===== src/rtl/imem_pkg.sv =====
`default_nettype none
// ============================================================================
//  imem_pkg
//  Shared fetch-path types and defaults common to imem_fetch_ctrl and instr_mem.
//  Rev 1.0
// ============================================================================
package imem_pkg;

    localparam int unsigned C_ADDR_WIDTH = 8;
    localparam int unsigned C_DATA_WIDTH = 12;
    localparam int unsigned C_RESET_PC   = 0;

    typedef enum logic [1:0] {
        ST_IDLE   = 2'd0,
        ST_RUN    = 2'd1,
        ST_DRAIN  = 2'd2,
        ST_HALTED = 2'd3
    } fetch_state_t;

endpackage
`default_nettype wire


===== src/rtl/fetch_skid_buf.sv =====
`default_nettype none
// ============================================================================
//  fetch_skid_buf
//  Two-entry {pc, instr} FIFO; slot 0 is the registered head seen by decode.
//  Rev 1.0
// ============================================================================
module fetch_skid_buf #(
    parameter int unsigned ADDR_WIDTH = 8,
    parameter int unsigned DATA_WIDTH = 12
) (
    input  logic                  clk,
    input  logic                  rst_n,
    input  logic                  i_flush,
    input  logic                  i_push,
    input  logic [ADDR_WIDTH-1:0] i_pc,
    input  logic [DATA_WIDTH-1:0] i_instr,
    input  logic                  i_ready,
    output logic                  o_valid,
    output logic [ADDR_WIDTH-1:0] o_pc,
    output logic [DATA_WIDTH-1:0] o_instr,
    output logic                  o_can_push,
    output logic [1:0]            o_count
);

    logic [ADDR_WIDTH-1:0] r_pc0, r_pc1;
    logic [DATA_WIDTH-1:0] r_instr0, r_instr1;
    logic [1:0]            r_count;
    logic                  w_pop;
    logic                  w_push;

    assign o_valid    = (r_count != 2'd0);
    assign w_pop      = o_valid & i_ready;
    assign o_can_push = (r_count != 2'd2) | w_pop;
    assign w_push     = i_push & o_can_push;
    assign o_pc       = r_pc0;
    assign o_instr    = r_instr0;
    assign o_count    = r_count;

    always_ff @(posedge clk) begin
        if (!rst_n) begin
            r_count  <= 2'd0;
            r_pc0    <= '0;
            r_pc1    <= '0;
            r_instr0 <= '0;
            r_instr1 <= '0;
        end else if (i_flush) begin
            r_count <= 2'd0;
        end else begin
            unique case ({w_push, w_pop})
                2'b01: begin
                    r_pc0    <= r_pc1;
                    r_instr0 <= r_instr1;
                    r_count  <= r_count - 2'd1;
                end
                2'b10: begin
                    if (r_count == 2'd0) begin
                        r_pc0    <= i_pc;
                        r_instr0 <= i_instr;
                    end else begin
                        r_pc1    <= i_pc;
                        r_instr1 <= i_instr;
                    end
                    r_count <= r_count + 2'd1;
                end
                2'b11: begin
                    // Simultaneous push/pop: incoming word lands behind whatever survives the pop.
                    if (r_count == 2'd1) begin
                        r_pc0    <= i_pc;
                        r_instr0 <= i_instr;
                    end else begin
                        r_pc0    <= r_pc1;
                        r_instr0 <= r_instr1;
                        r_pc1    <= i_pc;
                        r_instr1 <= i_instr;
                    end
                end
                default: ;
            endcase
        end
    end

endmodule
`default_nettype wire


===== src/rtl/imem_fetch_ctrl.sv =====
`default_nettype none
// ============================================================================
//  imem_fetch_ctrl
//  Fetch PC sequencer with redirect, halt/drain control and prefetch buffer.
//  Rev 1.0
// ============================================================================
module imem_fetch_ctrl
    import imem_pkg::*;
#(
    parameter int unsigned ADDR_WIDTH = C_ADDR_WIDTH,
    parameter int unsigned DATA_WIDTH = C_DATA_WIDTH,
    parameter int unsigned RESET_PC   = C_RESET_PC
) (
    input  logic                  clk,
    input  logic                  rst_n,
    input  logic                  fetch_en,
    output logic [ADDR_WIDTH-1:0] imem_addr,
    input  logic [DATA_WIDTH-1:0] imem_instr,
    output logic                  out_valid,
    input  logic                  out_ready,
    output logic [DATA_WIDTH-1:0] out_instr,
    output logic [ADDR_WIDTH-1:0] out_pc,
    input  logic                  redirect_valid,
    input  logic [ADDR_WIDTH-1:0] redirect_pc,
    input  logic                  halt_req,
    output logic                  halted
);

    localparam logic [ADDR_WIDTH-1:0] C_PC_INIT = RESET_PC[ADDR_WIDTH-1:0];

    fetch_state_t          r_state, w_state_next;
    logic [ADDR_WIDTH-1:0] r_fetch_pc;
    logic                  w_push;
    logic                  w_can_push;
    logic                  w_drained;
    logic [1:0]            w_count;

    // Empty after this edge, accounting for a pop happening right now.
    assign w_drained = (w_count == 2'd0) | ((w_count == 2'd1) & out_valid & out_ready);

    always_ff @(posedge clk) begin
        if (!rst_n) begin
            r_state <= ST_IDLE;
        end else begin
            r_state <= w_state_next;
        end
    end

    always_comb begin
        w_state_next = r_state;
        w_push       = 1'b0;
        unique case (r_state)
            ST_IDLE: begin
                if (!redirect_valid) begin
                    if (halt_req)      w_state_next = ST_HALTED;
                    else if (fetch_en) w_state_next = ST_RUN;
                end
            end
            ST_RUN: begin
                if (!redirect_valid) begin
                    w_push = w_can_push;
                    if (halt_req) w_state_next = ST_DRAIN;
                end
            end
            ST_DRAIN: begin
                if (redirect_valid || w_drained) w_state_next = ST_HALTED;
            end
            ST_HALTED: begin
                if (!redirect_valid && !halt_req && fetch_en) w_state_next = ST_RUN;
            end
            default: w_state_next = ST_IDLE;
        endcase
    end

    always_ff @(posedge clk) begin
        if (!rst_n) begin
            r_fetch_pc <= C_PC_INIT;
        end else if (redirect_valid) begin
            r_fetch_pc <= redirect_pc;
        end else if (w_push) begin
            r_fetch_pc <= r_fetch_pc + 1'b1;
        end
    end

    fetch_skid_buf #(
        .ADDR_WIDTH (ADDR_WIDTH),
        .DATA_WIDTH (DATA_WIDTH)
    ) u_buf (
        .clk        (clk),
        .rst_n      (rst_n),
        .i_flush    (redirect_valid),
        .i_push     (w_push),
        .i_pc       (r_fetch_pc),
        .i_instr    (imem_instr),
        .i_ready    (out_ready),
        .o_valid    (out_valid),
        .o_pc       (out_pc),
        .o_instr    (out_instr),
        .o_can_push (w_can_push),
        .o_count    (w_count)
    );

    assign imem_addr = r_fetch_pc;
    assign halted    = (r_state == ST_HALTED);

endmodule
`default_nettype wire


===== config.mk =====
export PLATFORM = sky130hd
export DESIGN_NAME = imem_fetch_ctrl
export DESIGN_NICKNAME = d
export VERILOG_FILES = /design/src/rtl/imem_pkg.sv /design/src/rtl/fetch_skid_buf.sv /design/src/rtl/imem_fetch_ctrl.sv
export SDC_FILE = /design/constraint.sdc
export NUM_CORES = 1
export LEC_CHECK = 0
export ABC_AREA = 1
export BUFFER_PORTS_ARGS = -buffer_cell sky130_fd_sc_hd__buf_2
export CAP_MARGIN = 20
export CORE_MARGIN = 4
export CORE_UTILIZATION = 40
export DETAILED_ROUTE_END_ITERATION = 8
export GPL_TIMING_DRIVEN = 1
export PLACE_DENSITY = 0.67
export SLEW_MARGIN = 20
export SYNTH_ARGS = -nofsm -noshare
export SYNTH_HDL_FRONTEND = slang
export SYNTH_SLANG_ARGS = --single-unit
export TNS_END_PERCENT = 20

===== constraint.sdc =====
create_clock -name clk -period 2.8 [get_ports clk]
set_input_delay 0.42 -clock clk [delete_from_list [all_inputs] [get_ports clk]]
set_output_delay 0.42 -clock clk [all_outputs]
set_load 0.005 [all_outputs]

* Word level (Yosys, flattened, before mapping)
Cells that the tools add are included.
** Storage, ports and cells
- Logic and storage cells :: 76
- Register bits :: 52
- Output and inout bits :: 30
** Cells by class
- $add $sub $neg :: 3
- Equal/unequal tests :: 17
- Mux-type cells :: 25
- Bitwise operators :: 8
- Reductions and logical operators :: 16
** Operator list (count)
- 12-bit 2-to-1 mux :: 4
- 8-bit 2-to-1 mux :: 6
- 12-bit case mux with 3 select lines :: 1
- 12-bit case mux with 2 select lines :: 1
- 8-bit case mux with 3 select lines :: 1
- 2-bit != test, second input constant :: 8
- 8-bit case mux with 2 select lines :: 1
- 2-bit 2-to-1 mux :: 7
- 8-bit by 1-bit adder with 8-bit output, second input constant :: 1
- 2-bit equality test, second input constant :: 4
- 2-bit case mux with 4 select lines :: 1
- 2-bit nonzero test :: 4
- 2-bit by 1-bit equality test with 1-bit output, second input constant :: 3
- 6-bit AND reduction :: 1
- 1-bit bitwise AND :: 4
- 2-bit logical NOT :: 2
- 2-bit case mux with 2 select lines :: 1
- 4-bit AND reduction :: 1
- 3-bit != test, second input constant :: 1
- 3-bit AND reduction :: 1
- 3-bit nonzero test :: 1
- 2-bit by 1-bit adder with 2-bit output, second input constant :: 1
- 1-bit logical AND :: 2
- 1-bit logical NOT :: 2
- other kinds (7) :: 10

* Longest topological paths before layout
- Depth after elaboration :: 9
- Mapped depth :: 16
- Gate-level depth less buffers :: 15

* Cells and area by module
Synthesis repeated with hierarchy kept, for this count alone.
** Second synthesis, totals
- Cell total of the unflattened synthesis :: 603
- Area total of the unflattened synthesis :: 3513.4 µm²
** Modules (own cells, without submodules)
- fetch_skid_buf :: times used 1, area an instance 2782.7 µm², cells an instance 484
- imem_fetch_ctrl :: times used 1, area an instance 730.7 µm², cells an instance 119

* Worst setup path before layout
Ideal clock, no wire load.
- Path type :: reg2reg
- From :: register u_buf.r_count[0], in the netlist u_buf.o_count[0]
- To :: register u_buf.r_instr1[1]
- Setup time :: 0.128 ns
- Cell stages (with the launch flop) :: 15
- Clock period less this slack :: 2.175 ns
- Data arrival time :: 2.047 ns
- Path buffers :: 1
- Slack :: 0.625 ns
- Cells stage by stage :: dfxtp_1 -> inv_1 -> ha_1 -> inv_2 -> nand2_4 -> nand2_4 -> nand2_2 -> nor2_2 -> ha_1 -> inv_2 -> a21oi_1 -> nand3_1 -> clkbuf_1 -> o21ai_0 -> a21oi_1
** On the way
- Longest elaborated chain between the ends :: 9
** RTL lines
- start, declared :: RTL line fetch_skid_buf.sv:27 : logic [1:0] r_count;
- start signal, assigned :: RTL line fetch_skid_buf.sv:53 : r_count <= r_count - 2'd1;
- start signal, assigned :: RTL line fetch_skid_buf.sv:63 : r_count <= r_count + 2'd1;
- 2-bit nonzero test * :: RTL line fetch_skid_buf.sv:31 : assign o_valid = (r_count != 2'd0);
- net out_valid :: RTL line imem_fetch_ctrl.sv:19 : output logic out_valid,
- 1-bit bitwise AND * :: RTL line fetch_skid_buf.sv:32 : assign w_pop = o_valid & i_ready;
- 1-bit bitwise OR :: RTL line fetch_skid_buf.sv:33 : assign o_can_push = (r_count != 2'd2) | w_pop;
- 1-bit 2-to-1 mux :: RTL line imem_fetch_ctrl.sv:60 : if (!redirect_valid) begin
- 1-bit 2-to-1 mux :: RTL line imem_fetch_ctrl.sv:52 : unique case (r_state)
- 1-bit bitwise AND :: RTL line fetch_skid_buf.sv:34 : assign w_push = i_push & o_can_push;
- 2-bit equality test :: RTL line fetch_skid_buf.sv:49 : unique case ({w_push, w_pop})
- 2-bit != test (no source line) or 2-bit nonzero test (tied branches)
- 4-bit AND reduction (no source line)
- end signal, assigned :: RTL line fetch_skid_buf.sv:61 : r_instr1 <= i_instr;
- end signal, assigned :: RTL line fetch_skid_buf.sv:74 : r_instr1 <= i_instr;
- end, declared :: RTL line fetch_skid_buf.sv:26 : logic [DATA_WIDTH-1:0] r_instr0, r_instr1;
Mark *: on every way through the listed nets, which the timed path passes. The rest lies on a longest branch.
A chain may end at the register's enable or synchronous reset.

* Worst setup path in the final report
- From :: register u_buf.r_count[0], in the netlist u_buf.o_count[0]
- To :: register u_buf.r_instr1[5]
** On the way
- Longest elaborated chain between the ends :: 9
** RTL lines (RTL line)
- 2-bit nonzero test :: fetch_skid_buf.sv:31
- 1-bit bitwise AND :: fetch_skid_buf.sv:32
- 1-bit bitwise OR :: fetch_skid_buf.sv:33
- 1-bit 2-to-1 mux :: imem_fetch_ctrl.sv:60
- 1-bit 2-to-1 mux :: imem_fetch_ctrl.sv:52
- 1-bit bitwise AND :: fetch_skid_buf.sv:34
- 2-bit equality test :: fetch_skid_buf.sv:49
- 2-bit != test (no source line) or 2-bit nonzero test (tied branches)
- 4-bit AND reduction (no source line)
Several ways; a longest one is shown, not always the timed one.

==> run_results.csv <==
group,metric,value,unit
routing,drc,0,
timing,fmax,0.4013,GHz
critical_path,cp-end-kind,"flip-flop",
yosys,synth_area,2773,sq um
layout,drive_above_1_share,16.70,%
global_route,grt_max_degree,46,
global_route,track_usage,15.76,%
routing,vias,2566,
critical_path,critPathCapture,"u_buf.r_instr1[5]",
critical_path,critical_path_required,2.98,ns
critical_path,reg2reg_depth,14,
clocking,clock_path_buffers,2,
global_route,antenna_found_initial,0,
yosys,synthCells,410,
global_route,grt_pass1_wl,11050,microns
layout,syn_to_final_growth,14.12,%
timing,tns,0,ns
clocking,cts_tree,"done",
worst_hold_path,worstHoldPathCells,3,
critical_path,crit_arrival,2.67,ns
layout,final_nets,491,
timing,setup_viol,0,
timing,min_period_over_period,88.99,%
yosys,syn_area_per_cell,6.763,sq um
floorplan,coreArea,6756,sq um
routing,wire_per_inst,12.10,microns
clocking,cts_buffers,5,
power_and_ir_drop,sw_frac_of_total,37.93,%
layout,fillers,722,
power_and_ir_drop,leakage,1.513,nW
clocking,path_clk_slew,0.09,ns
floorplan,ios,56,
power_and_ir_drop,comb_power_share,39.5,%
critical_path,reg2reg_setup_slack,0.31,ns
clocking,cts-root-buf,"clkbuf_8",
layout,n_antenna_cell,0,
global_route,grt_overflow,0,
timing,drv_slew,0,
critical_path,cp_max_fo,40,
floorplan,rows,30,
layout,fin_util,46.83,%
critical_path,r2r-end,"u_buf.r_instr1[5]",
critical_path,worst-path-buf-inv,4,
yosys,ys_types,27,
power_and_ir_drop,peakVddDrop,0.3035,mV
placed_design,gp_congestion,0.8190,
run,max_cap_viol_count,0,
routing,viasPerCell,4.796,
floorplan,die_h,91.26,microns
timing,tightest_slew,0.7758,ns
placed_design,hpwlAfterDp,4501,microns
timing,min_period,2.492,ns
floorplan,die_area,8327,sq um
global_route,grt_pass1_vias,2413,
timing,hold_viol_final,0,
clocking,cts.sinks,52,
critical_path,timing.rr.start,"u_buf.o_count[0]",
power_and_ir_drop,p_clk_share,18.6,%
status,status,"completed",
floorplan,start_util,41.04,%
routing,routed_wl,6474,microns
layout,seq_area,1041,sq um
floorplan,chipWidth,91.26,microns
routing,route.antenna.remaining_nets,0,
critical_path,worstSetupStartpointType,"flip-flop",
power_and_ir_drop,seqPwrFrac,41.9,%
critical_path,cp-startpoint,"u_buf.o_count[0]",
power_and_ir_drop,p_int,1.485,mW
clocking,cts_setup_buffers,0,
clocking,post_cts_resized,0,
critical_path,critPathSlowestCell,"dfxtp_1",
timing,rsz0062_at_grt,"false",
layout,multi_input_comb_area,1455,sq um
timing,max_slew_margin,48.28,%
worst_hold_path,hp-class,"input pin to flip-flop",
routing,dr.pass1.iters,4,
timing,clock_skew,0.003747,ns
clocking,cts_hold_buffers,0,
critical_path,critPathMaxStageDelay,0.41,ns
critical_path,crit_cells,14,
critical_path,crit_type,"flip-flop to flip-flop",
yosys,ys_seq_area_share,37.55,%
placed_design,port_buffers,55,
routing,drtIter0Drc,167,
critical_path,cp_top_family,"adder cells",
power_and_ir_drop,powerDensity,756.2,nW/um^2
yosys,synth-seq-cells,52,
yosys,syn_nets,447,
yosys,yosys_warnings,0,
clocking,clk_latency,0.29,ns
critical_path,cp_cell_sequence,"inv_1, ha_1, inv_2, nand2_4, nand2_4, nand2_2, nor2_2, ha_1, inv_2, a21oi_1, nand3_1, buf_4, o21ai_0, a21oi_1",
clocking,cts_max_level,2,
power_and_ir_drop,p_sw,907.5,uW
-- cell usage in the layout (no fill, tap or decap), types with 2 or more instances in the layout --
master	n
inv_1	39
buf_4	6
nand4_1	2
buf_2	55
nand2_4	2
ha_1	11
xor2_1	3
xnor2_1	2
clkbuf_8	6
dfxtp_1	52
inv_2	2
o21ai_1	2
nand2_1	96
o21ai_0	23
nor2_1	61
nand3b_1	21
a21oi_1	26
nand3_1	37
-- synth_stat cells (all sizes together) --
cell type | instances | share of area [%]
inv | 41 | 5.6
xor2 | 3 | 0.95
xnor2 | 2 | 0.63
nand3b | 21 | 5.7
o21ai | 25 | 4.5
a21oi | 27 | 5.0
nor2 | 62 | 8.5
and3 | 1 | 0.23
clkbuf | 10 | 1.4
o21bai | 1 | 0.27
nand3 | 38 | 7.0
a31oi | 1 | 0.23
nand2 | 99 | 14
buf | 14 | 3.1
nand4 | 2 | 0.45
dfxtp | 52 | 38
ha | 11 | 5.0
-- final cells by class --
| cell class | instances | share of cell area (%) |
|---|---|---|
| repair buffers | 61 | 10.12 |
| flip-flops and latches | 52 | 32.90 |
| inverters | 41 | 4.864 |
| multi-input cells | 293 | 45.99 |
| clock buffers | 7 | 2.728 |
| well taps | 80 | 3.163 |
| clock inverters | 1 | 0.2372 |
-- power groups by stage --
stage               sequential [mW]  combinational [mW]  clock (mW)
floorplan                      1.01               0.721           0
global placement               1.02               0.939           0
detailed placement             1.02               0.955           0
CTS                            1.01               0.960       0.459
global route                   1.03                1.09       0.494
finish                         1.00               0.945       0.444
-- kinds of logic after synthesis --
family                     share of synthesized area [%]
xor gates and xnor gates                           1.580
DFF                                                37.55
buffers and inverters                              9.973
adders and majority gates                          4.964
AOI/OAI and AO/OA                                  10.02
and+or+nand+nor                                    35.92
-- registers in the layout (all words and copies together) (netlist names) --
name,cells
imem_addr,8
r_state,2
u_buf.o_count,2
u_buf.o_instr,12
u_buf.o_pc,8
u_buf.r_instr1,12
u_buf.r_pc1,8
-- through the flow --
step                hold WS, ns  instance area, sq um  worst slack [ns]  std cells  power, mW
finish                   0.4032                  3164            0.3083        535      2.393
global route             0.4084                  3164           0.07639        535      2.611
CTS                      0.3945                  3164            0.2951        535      2.425
detailed placement       0.4386                  3070            0.3601        527      1.978
global placement         0.4329                  3070            0.4944        527      1.954
floorplan                0.4242                  2773            0.6248        410      1.730
-- worst min path at each step --
stage | startpoint | endpoint | slack [ns]
2_1_floorplan | u_buf.r_instr1[10] | u_buf.r_instr1[10] | 0.42
3_3_place_gp | u_buf.r_pc1[1] | u_buf.r_pc1[1] | 0.43
3_5_place_dp | u_buf.r_pc1[1] | u_buf.r_pc1[1] | 0.44
4_1_cts | redirect_pc[0] | imem_addr[0] | 0.39
5_1_grt | redirect_pc[0] | imem_addr[0] | 0.41
6_report | redirect_pc[0] | imem_addr[0] | 0.40
-- routing by layer --
| metal | vias to the layer above | global-route usage (%) | wire [microns] |
|---|---|---|---|
| met5 | - | 0 | 0 |
| met4 | 0 | 3.392 | 42 |
| met3 | 2 | 3.314 | 386 |
| met2 | 62 | 26.30 | 2987 |
| met1 | 1121 | 20.92 | 3058 |
| li1 | 1381 | - | - |
-- worst reg2reg max path: stages (launching register included) --
cell and delay [ns]:
dfxtp_1 0.41, inv_1 0.09, ha_1 0.26, inv_2 0.10, nand2_4 0.08, nand2_4 0.07
nand2_2 0.11, nor2_2 0.18, ha_1 0.26, inv_2 0.05, a21oi_1 0.13, nand3_1 0.08
buf_4 0.25, o21ai_0 0.24, a21oi_1 0.07
Power figures use the tool's default switching activity.
